**config.mk**
```make
export PLATFORM = sky130hd
export DESIGN_NAME = ladybird_bus_arbiter_flat
export DESIGN_NICKNAME = d
export VERILOG_FILES = /design/src/rtl/ladybird_bus_arbiter_pkg.sv /design/src/rtl/ladybird_bus_arbiter_if.sv /design/src/rtl/ladybird_bus_arbiter_tag_fifo.sv /design/src/rtl/ladybird_bus_arbiter.sv /design/src/flat_wrapper.sv
export SDC_FILE = /design/constraint.sdc
export NUM_CORES = 1
export LEC_CHECK = 0
export CELL_PAD_IN_SITES_DETAIL_PLACEMENT = 0
export CELL_PAD_IN_SITES_GLOBAL_PLACEMENT = 1
export CORE_ASPECT_RATIO = 0.9
export CORE_MARGIN = 4
export CORE_UTILIZATION = 10
export CTS_BUF_LIST = sky130_fd_sc_hd__clkbuf_16
export DETAILED_ROUTE_END_ITERATION = 16
export PLACE_DENSITY_LB_ADDON = 0.1
export SKIP_CTS_REPAIR_TIMING = 1
export SYNTH_ARGS = -nofsm -noshare
export SYNTH_HDL_FRONTEND = slang
export SYNTH_SLANG_ARGS = --single-unit
```
**constraint.sdc**
```tcl
create_clock -name clk -period 2.26 [get_ports clk]
set_input_delay 0.452 -clock clk [delete_from_list [all_inputs] [get_ports clk]]
set_output_delay 0.452 -clock clk [all_outputs]
set_load 0.05 [all_outputs]
```
**src/rtl/ladybird_bus_arbiter_pkg.sv**
```systemverilog
// ladybird_config: port ids and defaults shared by the ladybird bus arbiter
package ladybird_config;
    typedef enum logic {PORT_D = 1'b0, PORT_I = 1'b1} arb_port_e;
    localparam int ARB_DEFAULT_OUTSTANDING = 2;
endpackage

```
**src/rtl/ladybird_bus_arbiter_if.sv**
```systemverilog
// ladybird_bus: request/grant bus with split read-data return (data_gnt/rdata)
interface ladybird_bus #(
    parameter int ADDR_W = 32,
    parameter int DATA_W = 32
);
    logic              req;
    logic              gnt;
    logic [ADDR_W-1:0] addr;
    logic [DATA_W/8-1:0] wstrb;
    logic [DATA_W-1:0] wdata;
    logic              data_gnt;
    logic [DATA_W-1:0] rdata;
    modport primary (output req, addr, wstrb, wdata, input gnt, data_gnt, rdata);
    modport secondary (input req, addr, wstrb, wdata, output gnt, data_gnt, rdata);
endinterface

```
**src/rtl/ladybird_bus_arbiter_tag_fifo.sv**
```systemverilog
// ladybird_arb_tag_fifo: port-id FIFO for accepted reads, same-cycle push+pop
module ladybird_arb_tag_fifo
    import ladybird_config::*;
#(
    parameter int DEPTH = 2
) (
    input  logic      clk,
    input  logic      rst,
    input  logic      push,
    input  arb_port_e push_tag,
    input  logic      pop,
    output arb_port_e head,
    output logic      full,
    output logic      empty
);
    localparam int PW = DEPTH > 1 ? $clog2(DEPTH) : 1;
    localparam int CW = $clog2(DEPTH + 1);
    arb_port_e     tags_q [DEPTH];
    logic [PW-1:0] wr_q, rd_q;
    logic [CW-1:0] cnt_q;
    logic          do_push, do_pop;
    function automatic logic [PW-1:0] bump(input logic [PW-1:0] p);
        return p == PW'(DEPTH - 1) ? '0 : p + 1'b1;
    endfunction
    assign full    = cnt_q == CW'(DEPTH);
    assign empty   = cnt_q == '0;
    assign do_pop  = pop && !empty;
    // a full FIFO still accepts a push when its head leaves in the same cycle
    assign do_push = push && (!full || do_pop);
    assign head    = tags_q[rd_q];
    always_ff @(posedge clk)
        if (do_push) tags_q[wr_q] <= push_tag;
    always_ff @(posedge clk)
        if (rst) begin
            wr_q  <= '0;
            rd_q  <= '0;
            cnt_q <= '0;
        end else begin
            if (do_push) wr_q <= bump(wr_q);
            if (do_pop) rd_q <= bump(rd_q);
            cnt_q <= cnt_q + CW'(do_push) - CW'(do_pop);
        end
endmodule

```
**src/rtl/ladybird_bus_arbiter.sv**
```systemverilog
// ladybird_bus_arbiter: 2:1 arbiter (dbus=port 0, ibus=port 1) with read-tag return routing;
// LADYBIRD_ARB_ROUND_ROBIN_EN selects round robin, otherwise dbus has fixed priority.
module ladybird_bus_arbiter
    import ladybird_config::*;
#(
    parameter int MAX_OUTSTANDING = ARB_DEFAULT_OUTSTANDING,
    parameter int DATA_W          = 32
) (
    input logic              clk,
    input logic              rst,
    ladybird_bus.secondary   dbus,
    ladybird_bus.secondary   ibus,
    ladybird_bus.primary     mem
);
    logic      full, empty, pop, push, room;
    logic      d_rd, i_rd, d_ok, i_ok, sel_d, sel_i, err_q;
    arb_port_e head, push_tag;
`ifdef LADYBIRD_ARB_ROUND_ROBIN_EN
    arb_port_e prio_q;
    always_ff @(posedge clk)
        if (rst) prio_q <= PORT_D;
        else if (sel_d || sel_i) prio_q <= sel_d ? PORT_I : PORT_D;
`endif
    always_comb begin
        d_rd = dbus.wstrb == '0;
        i_rd = ibus.wstrb == '0;
        pop  = mem.data_gnt && !empty;
        room = !full || pop;
        d_ok = dbus.req && mem.gnt && (!d_rd || room);
        i_ok = ibus.req && mem.gnt && (!i_rd || room);
`ifdef LADYBIRD_ARB_ROUND_ROBIN_EN
        sel_i = i_ok && (!d_ok || prio_q == PORT_I);
`else
        sel_i = i_ok && !d_ok;
`endif
        sel_d    = d_ok && !sel_i;
        push     = (sel_d && d_rd) || (sel_i && i_rd);
        push_tag = sel_i ? PORT_I : PORT_D;
    end
    assign dbus.gnt  = sel_d;
    assign ibus.gnt  = sel_i;
    assign mem.req   = sel_d || sel_i;
    assign mem.addr  = sel_i ? ibus.addr : sel_d ? dbus.addr : '0;
    assign mem.wstrb = sel_i ? ibus.wstrb : sel_d ? dbus.wstrb : (DATA_W / 8)'(0);
    assign mem.wdata = sel_i ? ibus.wdata : sel_d ? dbus.wdata : DATA_W'(0);
    // responses are steered by the oldest outstanding tag, never reordered
    assign dbus.data_gnt = pop && head == PORT_D;
    assign ibus.data_gnt = pop && head == PORT_I;
    assign dbus.rdata    = mem.rdata;
    assign ibus.rdata    = mem.rdata;
    ladybird_arb_tag_fifo #(.DEPTH(MAX_OUTSTANDING)) u_fifo (
        .clk      (clk),
        .rst      (rst),
        .push     (push),
        .push_tag (push_tag),
        .pop      (pop),
        .head     (head),
        .full     (full),
        .empty    (empty)
    );
    always_ff @(posedge clk)
        if (rst) err_q <= 1'b0;
        else if (mem.data_gnt && empty) err_q <= 1'b1;
endmodule
```
**src/flat_wrapper.sv**
```systemverilog
// flat-port wrapper written by rule: the top's interface ports become plain ports
module ladybird_bus_arbiter_flat import ladybird_config::*;
#(
    parameter int MAX_OUTSTANDING = ARB_DEFAULT_OUTSTANDING,
    parameter int DATA_W          = 32
)
  (clk, rst, dbus_req, dbus_addr, dbus_wstrb, dbus_wdata, dbus_gnt, dbus_data_gnt, dbus_rdata, ibus_req, ibus_addr, ibus_wstrb, ibus_wdata, ibus_gnt, ibus_data_gnt, ibus_rdata, mem_req, mem_addr, mem_wstrb, mem_wdata, mem_gnt, mem_data_gnt, mem_rdata);
  ladybird_bus #(.DATA_W(DATA_W)) dbus_i ();
  ladybird_bus #(.DATA_W(DATA_W)) ibus_i ();
  ladybird_bus #(.DATA_W(DATA_W)) mem_i ();
  input logic clk;
  input logic rst;
  input wire logic [$bits(dbus_i.req)-1:0] dbus_req;
  input wire logic [$bits(dbus_i.addr)-1:0] dbus_addr;
  input wire logic [$bits(dbus_i.wstrb)-1:0] dbus_wstrb;
  input wire logic [$bits(dbus_i.wdata)-1:0] dbus_wdata;
  output wire logic [$bits(dbus_i.gnt)-1:0] dbus_gnt;
  output wire logic [$bits(dbus_i.data_gnt)-1:0] dbus_data_gnt;
  output wire logic [$bits(dbus_i.rdata)-1:0] dbus_rdata;
  input wire logic [$bits(ibus_i.req)-1:0] ibus_req;
  input wire logic [$bits(ibus_i.addr)-1:0] ibus_addr;
  input wire logic [$bits(ibus_i.wstrb)-1:0] ibus_wstrb;
  input wire logic [$bits(ibus_i.wdata)-1:0] ibus_wdata;
  output wire logic [$bits(ibus_i.gnt)-1:0] ibus_gnt;
  output wire logic [$bits(ibus_i.data_gnt)-1:0] ibus_data_gnt;
  output wire logic [$bits(ibus_i.rdata)-1:0] ibus_rdata;
  output wire logic [$bits(mem_i.req)-1:0] mem_req;
  output wire logic [$bits(mem_i.addr)-1:0] mem_addr;
  output wire logic [$bits(mem_i.wstrb)-1:0] mem_wstrb;
  output wire logic [$bits(mem_i.wdata)-1:0] mem_wdata;
  input wire logic [$bits(mem_i.gnt)-1:0] mem_gnt;
  input wire logic [$bits(mem_i.data_gnt)-1:0] mem_data_gnt;
  input wire logic [$bits(mem_i.rdata)-1:0] mem_rdata;
  assign dbus_i.req = dbus_req;
  assign dbus_i.addr = dbus_addr;
  assign dbus_i.wstrb = dbus_wstrb;
  assign dbus_i.wdata = dbus_wdata;
  assign dbus_gnt = dbus_i.gnt;
  assign dbus_data_gnt = dbus_i.data_gnt;
  assign dbus_rdata = dbus_i.rdata;
  assign ibus_i.req = ibus_req;
  assign ibus_i.addr = ibus_addr;
  assign ibus_i.wstrb = ibus_wstrb;
  assign ibus_i.wdata = ibus_wdata;
  assign ibus_gnt = ibus_i.gnt;
  assign ibus_data_gnt = ibus_i.data_gnt;
  assign ibus_rdata = ibus_i.rdata;
  assign mem_req = mem_i.req;
  assign mem_addr = mem_i.addr;
  assign mem_wstrb = mem_i.wstrb;
  assign mem_wdata = mem_i.wdata;
  assign mem_i.gnt = mem_gnt;
  assign mem_i.data_gnt = mem_data_gnt;
  assign mem_i.rdata = mem_rdata;
  ladybird_bus_arbiter #(.MAX_OUTSTANDING(MAX_OUTSTANDING), .DATA_W(DATA_W)) u_core (.clk(clk), .rst(rst), .dbus(dbus_i), .ibus(ibus_i), .mem(mem_i));
endmodule
```
After elaboration in Yosys (flattened, before gate mapping)
Memory sizes are Yosys's and may differ from the RTL's. A register that Yosys moved wholly into a read port is not among the register bits.
Cells that the tools add are included.

cells by class
  add/sub/neg operators = 4
  $mul = 0
  div/mod/pow operators = 0
  $lt $le $gt $ge = 0
  equal/unequal tests = 1
  shift operators = 0
  multiplexer cells = 13
  bitwise gates (word level) = 1
  reductions and logical operators = 28

operators with widths
  kind                 number
  $mux 32              4
  $logic_and 1x1->1    13
  $logic_not 4->1      2
  $mux 4               2
  $mux 1               7
  $logic_not 1->1      6
  $logic_or 1x1->1     6
  $add 1x1->1 const B  2
  $add 2x1->2          1
  $eq 2x2->1 const B   1
  $logic_not 2->1      1
  $sub 2x1->2          1
  $not 1->1            1

word-level totals
  bits in registers = 4
  bits in latches = 0
  memory bits (writable) = 2
  bits in read-only memories = 0
  input port bits = 174
  output and inout bits = 137
  word-level logic and storage cells = 51
  memories = 1

memory list
  name                  words  bits a word  read ports  clocked after Yosys merged registers in  write ports  RTL line                             text
  u_core.u_fifo.tags_q  2      1            1           1                                        1            ladybird_bus_arbiter_tag_fifo.sv:18  arb_port_e tags_q [DEPTH];

Logic depth before layout (Yosys ltp)
Gate-level depths: netlist of the first run.

  word-level depth = 15
  gate-level depth with buffers = 9
  depth with buffers taken out = 9

Modules after synthesis
From an unflattened synthesis of the first run, not the netlist that was laid out.

second synthesis, totals
  cells, all modules = 342
  area, all modules = 2164.6 um^2

modules (own cells, without submodules)
  module                 times used  cells an instance  area each (um^2)  seq. area each (um^2)
  ladybird_bus_arbiter   1           309                1845.5            0.0
  ladybird_arb_tag_fifo  1           33                 319.1             160.2

Least setup slack after synthesis of the first run
Ideal clock, no wire load.

  kind = input to output
  from = in dbus_wstrb[2]
  to = out mem_addr[22]
  arrival = 2141 ps
  data required time = 1808 ps
  setup slack = -333 ps
  stages = 6
  path buffers = 2
  cell sequence = or4_4 -> o21ai_2 -> nor2b_1 -> buf_6 -> buf_4 -> a22o_1

on the way
  word-level cells in the longest chain between the ends = 10

ends and longest elaborated chain
  element                RTL line                    text
  start, declared        flat_wrapper.sv:15          input wire logic [$bits(dbus_i.wstrb)-1:0] dbus_wstrb;
  $logic_not 4->1 (*)    ladybird_bus_arbiter.sv:25  d_rd = dbus.wstrb == '0;
  $logic_not 1->1 (*)    ladybird_bus_arbiter.sv:29  d_ok = dbus.req && mem.gnt && (!d_rd || room);
  $logic_or 1x1->1 (*)   ladybird_bus_arbiter.sv:29
  $logic_and 1x1->1 (*)  ladybird_bus_arbiter.sv:29
  $logic_not 1->1 (*)    ladybird_bus_arbiter.sv:34  sel_i = i_ok && !d_ok;
  $logic_and 1x1->1 (*)  ladybird_bus_arbiter.sv:34
  via ibus_gnt           flat_wrapper.sv:24          output wire logic [$bits(ibus_i.gnt)-1:0] ibus_gnt;
  $logic_not 1->1        ladybird_bus_arbiter.sv:36  sel_d = d_ok && !sel_i;
  $logic_and 1x1->1      ladybird_bus_arbiter.sv:36
  $mux 32                ladybird_bus_arbiter.sv:43  assign mem.addr = sel_i ? ibus.addr : sel_d ? dbus.addr : '0;
  $mux 32 (*)            ladybird_bus_arbiter.sv:43
  end, declared          flat_wrapper.sv:28          output wire logic [$bits(mem_i.addr)-1:0] mem_addr;

The timed path passes the listed nets; every way through them passes the cells marked *.

Final worst setup path of the first run
  from = in dbus_wstrb[3]
  to = out mem_wdata[12]

on the way
  word-level cells in the longest chain between the ends = 10

ends and longest elaborated chain
  element                RTL line                    text
  $logic_not 4->1 (*)    ladybird_bus_arbiter.sv:25
  $logic_not 1->1 (*)    ladybird_bus_arbiter.sv:29
  $logic_or 1x1->1 (*)   ladybird_bus_arbiter.sv:29
  $logic_and 1x1->1 (*)  ladybird_bus_arbiter.sv:29
  $logic_not 1->1        ladybird_bus_arbiter.sv:34
  $logic_and 1x1->1      ladybird_bus_arbiter.sv:34
  $logic_not 1->1        ladybird_bus_arbiter.sv:36
  $logic_and 1x1->1      ladybird_bus_arbiter.sv:36
  $mux 32                ladybird_bus_arbiter.sv:45  assign mem.wdata = sel_i ? ibus.wdata : sel_d ? dbus.wdata : DATA_W'(0);
  $mux 32 (*)            ladybird_bus_arbiter.sv:45
  end, declared          flat_wrapper.sv:30          output wire logic [$bits(mem_i.wdata)-1:0] mem_wdata;

Mark *: on every way between the ends. The rest lies on a longest branch, timed or not.

==> impl_metrics.py, run 1 <==
metrics = {
    "critical_path": {
        "end_kind": "output port",
        "start_kind": "primary input",
        "critPathKind": "primary input to output port",
        "cpPeakStageDelay_ns": 0.55,
        "crit_chain": "buf_8, or4_4, o21ai_4, buf_6, nor2_4, buf_6, buf_12, a22o_4, buf_12",
        "cp.required_ns": 1.81,
        "arrival_ns": 2.17,
        "critPathMaxFanout": 7,
        "crit_slowest_cell": "or4_4",
    },
    "global_routing": {
        "antenna_found_initial": 0,
        "grt_overflow": 0,
        "grt_pass1_vias": 2257,
        "grt_pass1_wl_mm": 12.52,
        "grt.total_usage": 0.08848,
        "grt_max_degree": 37,
    },
    "sta": {
        "skew_ns": 0.001350,
        "worst_pin_slew_ns": 0.3887,
        "hold_viol": 0,
        "worst_slack_ns": -0.3654,
        "finalMaxSlewViolations": 0,
        "maxSlewHeadroom": 0.7403,
        "rsz0062_at_grt": "true",
        "finalCritPeriodShare": 1.162,
        "fmax_ghz": 0.3809,
        "setup_viol_count_final": 71,
        "fin_crit_ns": 2.625,
    },
    "power": {
        "peakVddDrop_v": 0.0002366,
        "power.static_leakage_nw": 2.330,
        "power_mw": 1.982,
        "power_density_nw_per_um2": 366.0,
    },
    "drt": {
        "antenna_left": 0,
        "first_iter_violations": 22,
        "via_per_inst": 3.812,
        "routed_wl_mm": 10.76,
        "drc": 0,
        "vias": 2169,
        "first_pass_iters": 4,
        "wl_per_cell_um": 18.92,
    },
    "cells_and_area": {
        "final_common_cell": "clkdlybuf4s50_1",
        "n_fill_cell": 1527,
        "multi_input_area_sq_um": 1459,
        "final_cell_mix": "clkdlybuf4s50_1, buf_12, a22o_4, buf_4, clkbuf_16",
        "drive_above_1_share": 0.5477,
        "fin_nets": 544,
        "utilization": 0.3518,
        "seq_area_sq_um": 160.2,
        "n_antenna_cell": 0,
        "areaGrowthSynthToFinish_pct": 244.5,
    },
    "yosys": {
        "synth.yosys.seq_area_share": 0.1019,
        "yosys.area_share.simple": 0.05971,
        "yosys-top-cells-area": "a22o_1, buf_4, dfxtp_1",
        "synth_warnings": 0,
        "syn_inst": 189,
        "synthMuxAreaShare": 0.006369,
        "synth_top_cell_by_area": "a22o_1",
        "syn_nets": 365,
        "syn_area_sq_um": 1572,
        "synth_compound_area_frac": 0.4108,
        "ys_seq_elements": 7,
        "synth_top_family_by_area": "compound AO/OA/AOI/OAI gates",
        "synth_cell_types": 28,
        "yosys.area_share.adder": 0.01592,
        "synthXorXnorAreaFrac": 0.01672,
        "syn_area_per_cell_sq_um": 8.315,
        "synth_top_area_frac": 0.3790,
    },
    "placement": {
        "hpwl_mm": 7.590,
        "port_buffers": 214,
        "globalplace.congestion": 0.6974,
    },
    "clock_tree": {
        "cts-root-buf": "clkbuf_16",
        "clock-sinks": 7,
        "cts_made_buffers": 3,
        "clk_pin_slew_ns": 0.04,
        "clk_latency_ns": 0.23,
        "h-tree-depth": 1,
        "cts.path.max_buffers": 2,
        "cts_tree": "yes",
    },
    "status": {
        "violations": "setup timing",
        "status": "complete, but fails checks",
    },
    "die": {
        "num_rows": 43,
        "start_util": 0.1021,
        "dieArea_sq_um": 17790,
        "core_area_sq_um": 15390,
        "die_h_um": 126.9,
        "die_w_um": 140.1,
        "ios": 311,
    },
    "worst_hold_path": {
        "hold_path.class": "flip-flop to flip-flop",
    },
    "run": {
        "maxCapViolCount": 0,
    },
}
==> through the flow <==
stage	hold slack (ns)	instances	worst slack (ns)	TNS, ns	instance area [sq um]
after floorplan	0.4562	189	-0.07743	-3.223	1963
after global placement	0.4800	542	-0.6939	-47.15	4646
after detailed placement	0.4877	542	-0.6735	-46.33	4646
after CTS	0.4925	546	-0.6821	-46.17	4725
after global routing	0.5128	569	-0.4116	-25.93	5414
final	0.4862	569	-0.3654	-21.64	5414
==> synth_stat cells <==
| library cell | number |
|---|---|
| buf_4 | 69 |
| a22o_1 | 68 |
| inv_1 | 6 |
| clkbuf_1 | 5 |
| dfxtp_1 | 5 |
| nor2_1 | 5 |
| nor2b_1 | 3 |
| o21ai_0 | 3 |
| buf_2 | 2 |
| buf_8 | 2 |
| edfxtp_1 | 2 |
| ha_1 | 2 |
| xor2_1 | 2 |
| a21oi_1 | 1 |
| buf_6 | 1 |
| mux2i_1 | 1 |
| nand2_1 | 1 |
| nand2b_1 | 1 |
| nor2_2 | 1 |
| o211ai_2 | 1 |
| o21ai_2 | 1 |
| o22a_1 | 1 |
| or2_2 | 1 |
| or3_1 | 1 |
| or3b_1 | 1 |
| or4_1 | 1 |
| or4_4 | 1 |
| xnor2_1 | 1 |
==> area by class of cell <==
type                            count  share of cell area
Timing Repair Buffer              253              0.6355
Sequential cell                     7             0.02958
Tap cell                          202             0.04668
Multi-Input combinational cell     97              0.2695
Clock inverter                      1           0.0006933
Clock buffer                        3             0.01387
Inverter                            6            0.004160
==> logic make-up after synthesis <==
group	after synthesis
buffers and inverters	85
AO/OA/AOI/OAI	75
AND/OR/NAND/NOR	16
flip-flops	7
XOR/XNOR	3
adder cells (fa/ha/maj)	2
multiplexers	1
==> metal layers <==
layer / up-vias / routed length (um) / global-route usage
met1: 1014 / 4070 / 0.08899
met4: 0 / 124 / 0.01937
met3: 14 / 1001 / 0.04184
li1: 1003 / - / -
met5: - / 0 / 0
met2: 138 / 5567 / 0.1658
==> power by group <==
part / switching [mW] / total, mW / internal (mW) / leakage, nW
Combinational: 0.663 / 1.51 / 0.847 / 2.23
Clock: 0.0670 / 0.297 / 0.230 / 0.0423
Sequential: 0.0131 / 0.175 / 0.162 / 0.0589
Total: 0.743 / 1.98 / 1.24 / 2.33
==> worst paths after layout <==
| check | start | slack [ns] | endpoint | cells past startpoint |
|---|---|---|---|---|
| max | dbus_wstrb[3] | -0.37 | mem_wdata[12] | 9 |
| min | u_core.u_fifo.wr_q$_SDFFE_PP0P_ | 0.49 | u_core.u_fifo.wr_q$_SDFFE_PP0P_ | 2 |
| max reg2reg | u_core.u_fifo.cnt_q[1]$_SDFF_PP0_ | 0.31 | u_core.u_fifo.cnt_q[1]$_SDFF_PP0_ | 10 |
| min reg2reg | u_core.u_fifo.wr_q$_SDFFE_PP0P_ | 0.49 | u_core.u_fifo.wr_q$_SDFFE_PP0P_ | 2 |
==> critical path, delay by kind of cell <==
kind            cells  cell delay [ns]
compound gates      2             0.43
simple gates        2             0.63
buf+inv             5             0.65
Power figures use the tool's default switching activity.
==> run 2, diff against run 1 <==
--- a/config.mk
+++ b/config.mk
@@ -10,7 +10,6 @@
 export CORE_ASPECT_RATIO = 0.9
 export CORE_MARGIN = 4
 export CORE_UTILIZATION = 10
-export CTS_BUF_LIST = sky130_fd_sc_hd__clkbuf_16
 export DETAILED_ROUTE_END_ITERATION = 16
 export PLACE_DENSITY_LB_ADDON = 0.1
 export SKIP_CTS_REPAIR_TIMING = 1
==> run 2 against run 1 <==
Net effect: core utilization stayed put; critical path depth stayed put; final cell count did not move; fmax about the same; first-iteration DRC count grew 4.5%; critical endpoint unchanged; power up 0.21%; register-to-register slack is essentially flat; largest cell class unchanged; the flow still finishes with violations (setup timing); combinational power barely moved; critical path type unchanged; design area did not move; non-clock buffer count unchanged.
==> impl_metrics.py, run 2 (synthesis gave the netlist of run 1 again) <==
metrics = {
    "status": {
        "status": "complete, but fails checks",
        "violations": "setup timing",
    },
    "critical_path": {
        "reg2reg_slack_ns": 0.31,
        "reg2reg_depth": 10,
        "cp.required_ns": 1.81,
        "critPathMaxFanout": 7,
        "crit_family": "buffers and inverters",
        "worstReg2RegStart": "u_core.u_fifo.cnt_q[1]$_SDFF_PP0_",
        "cpPeakStageDelay_ns": 0.55,
        "end_kind": "output port",
        "path_buf_inv": 5,
        "arrival_ns": 2.17,
        "reg2reg_to": "u_core.u_fifo.cnt_q[1]$_SDFF_PP0_",
        "critPathKind": "primary input to output port",
        "crit_slowest_cell": "or4_4",
        "crit_chain": "buf_8, or4_4, o21ai_4, buf_6, nor2_4, buf_6, buf_12, a22o_4, buf_12",
        "start_kind": "primary input",
    },
    "cells_and_area": {
        "final_common_cell": "clkdlybuf4s50_1",
        "n_fill_cell": 1527,
        "areaGrowthSynthToFinish_pct": 244.5,
        "final_cell_mix": "clkdlybuf4s50_1, buf_12, a22o_4, buf_4, clkbuf_16",
        "seq_area_sq_um": 160.2,
        "utilization": 0.3518,
        "fin_nets": 544,
        "multi_input_area_sq_um": 1459,
        "n_antenna_cell": 0,
        "drive_above_1_share": 0.5477,
    },
    "drt": {
        "vias": 2169,
        "drc": 0,
        "first_pass_iters": 4,
        "wl_per_cell_um": 18.92,
        "routed_wl_mm": 10.76,
        "first_iter_violations": 23,
        "via_per_inst": 3.812,
        "antenna_left": 0,
    },
    "power": {
        "power.static_leakage_nw": 2.326,
        "power_mw": 1.986,
        "peakVddDrop_v": 0.0002366,
        "power_density_nw_per_um2": 366.8,
    },
    "sta": {
        "setup_viol_count_final": 71,
        "hold_viol": 0,
        "finalMaxSlewViolations": 0,
        "worst_pin_slew_ns": 0.3887,
        "worst_slack_ns": -0.3654,
        "fin_crit_ns": 2.625,
        "maxSlewHeadroom": 0.7403,
        "skew_ns": 0.001617,
        "rsz0062_at_grt": "true",
        "fmax_ghz": 0.3809,
        "finalCritPeriodShare": 1.162,
    },
    "placement": {
        "port_buffers": 214,
        "hpwl_mm": 7.590,
        "globalplace.congestion": 0.6974,
    },
    "global_routing": {
        "grt.total_usage": 0.08840,
        "grt_overflow": 0,
        "grt_max_degree": 37,
        "grt_pass1_vias": 2256,
        "antenna_found_initial": 0,
        "grt_pass1_wl_mm": 12.50,
    },
    "clock_tree": {
        "clock-sinks": 7,
        "cts-root-buf": "clkbuf_16",
        "cts.path.max_buffers": 2,
        "cts_made_buffers": 3,
        "clk_latency_ns": 0.23,
        "h-tree-depth": 1,
        "cts_tree": "yes",
        "clk_pin_slew_ns": 0.04,
    },
    "die": {
        "dieArea_sq_um": 17790,
        "die_h_um": 126.9,
        "ios": 311,
        "core_area_sq_um": 15390,
        "num_rows": 43,
        "start_util": 0.1021,
        "die_w_um": 140.1,
    },
    "worst_hold_path": {
        "holdPathStages": 2,
        "whs_endpoint": "u_core.u_fifo.wr_q$_SDFFE_PP0P_",
        "hp-start": "u_core.u_fifo.wr_q$_SDFFE_PP0P_",
        "hold_path.class": "flip-flop to flip-flop",
    },
    "run": {
        "maxCapViolCount": 0,
    },
}
[run 2: cell count changes in the layout (fill, tap and decap cells not counted), sizes merged]
| cell | previous run | this run |
|---|---|---|
| clkbuf | 18 | 19 |
| inv | 7 | 6 |
[run 2: final cells by class]
class / count / share of cell area
Timing Repair Buffer: 253 / 0.6355
Multi-Input combinational cell: 97 / 0.2695
Tap cell: 202 / 0.04668
Sequential cell: 7 / 0.02958
Clock buffer: 4 / 0.01456
Inverter: 6 / 0.004160
[run 2: worst register-to-register path, cell delays in order (launching register included)]
cell,delay [ns]
dfxtp_1,0.32
or3b_4,0.41
buf_6,0.14
nand2_1,0.09
or2_4,0.14
ha_4,0.20
inv_2,0.06
ha_4,0.11
xor2_1,0.16
xnor2_1,0.14
nor2_1,0.06
[run 2: how the worst max path moves through the flow]
stage                              from  slack, ns             to  depth (start not counted)
after floorplan           ibus_wstrb[0]      -0.08   mem_addr[12]                          7
after global placement    dbus_wstrb[3]      -0.69   mem_wdata[9]                          7
after detailed placement  dbus_wstrb[3]      -0.67   mem_wdata[9]                          7
after CTS                 dbus_wstrb[3]      -0.68   mem_wdata[9]                          7
after global routing      dbus_wstrb[3]      -0.41  mem_wdata[10]                          9
final                     dbus_wstrb[3]      -0.37  mem_wdata[12]                          9
[run 2: report_power, final]
| part | internal [mW] | leakage, nW | total [mW] | switching (mW) |
|---|---|---|---|---|
| clock network | 0.235 | 0.0382 | 0.301 | 0.0666 |
| registers | 0.162 | 0.0589 | 0.175 | 0.0131 |
| logic | 0.847 | 2.23 | 1.51 | 0.663 |
[run 2: per-layer routing]
layer | GRT usage | up-vias | part of all wire
met1 | 0.08877 | 1014 | 0.38
li1 | - | 1003 | -
met2 | 0.1658 | 138 | 0.52
met5 | 0 | - | 0
met4 | 0.01937 | 0 | 0.012
met3 | 0.04184 | 14 | 0.093
[run 2: metrics by stage]
stage	setup WS [ns]	hold WS, ns	area [sq um]	instances	setup TNS [ns]
2_1_floorplan	-0.07743	0.4562	1963	189	-3.223
3_3_place_gp	-0.6939	0.4800	4646	542	-47.15
3_5_place_dp	-0.6735	0.4877	4646	542	-46.33
4_1_cts	-0.6821	0.4924	4725	546	-46.17
5_1_grt	-0.4116	0.5128	5414	569	-25.93
6_report	-0.3654	0.4862	5414	569	-21.64
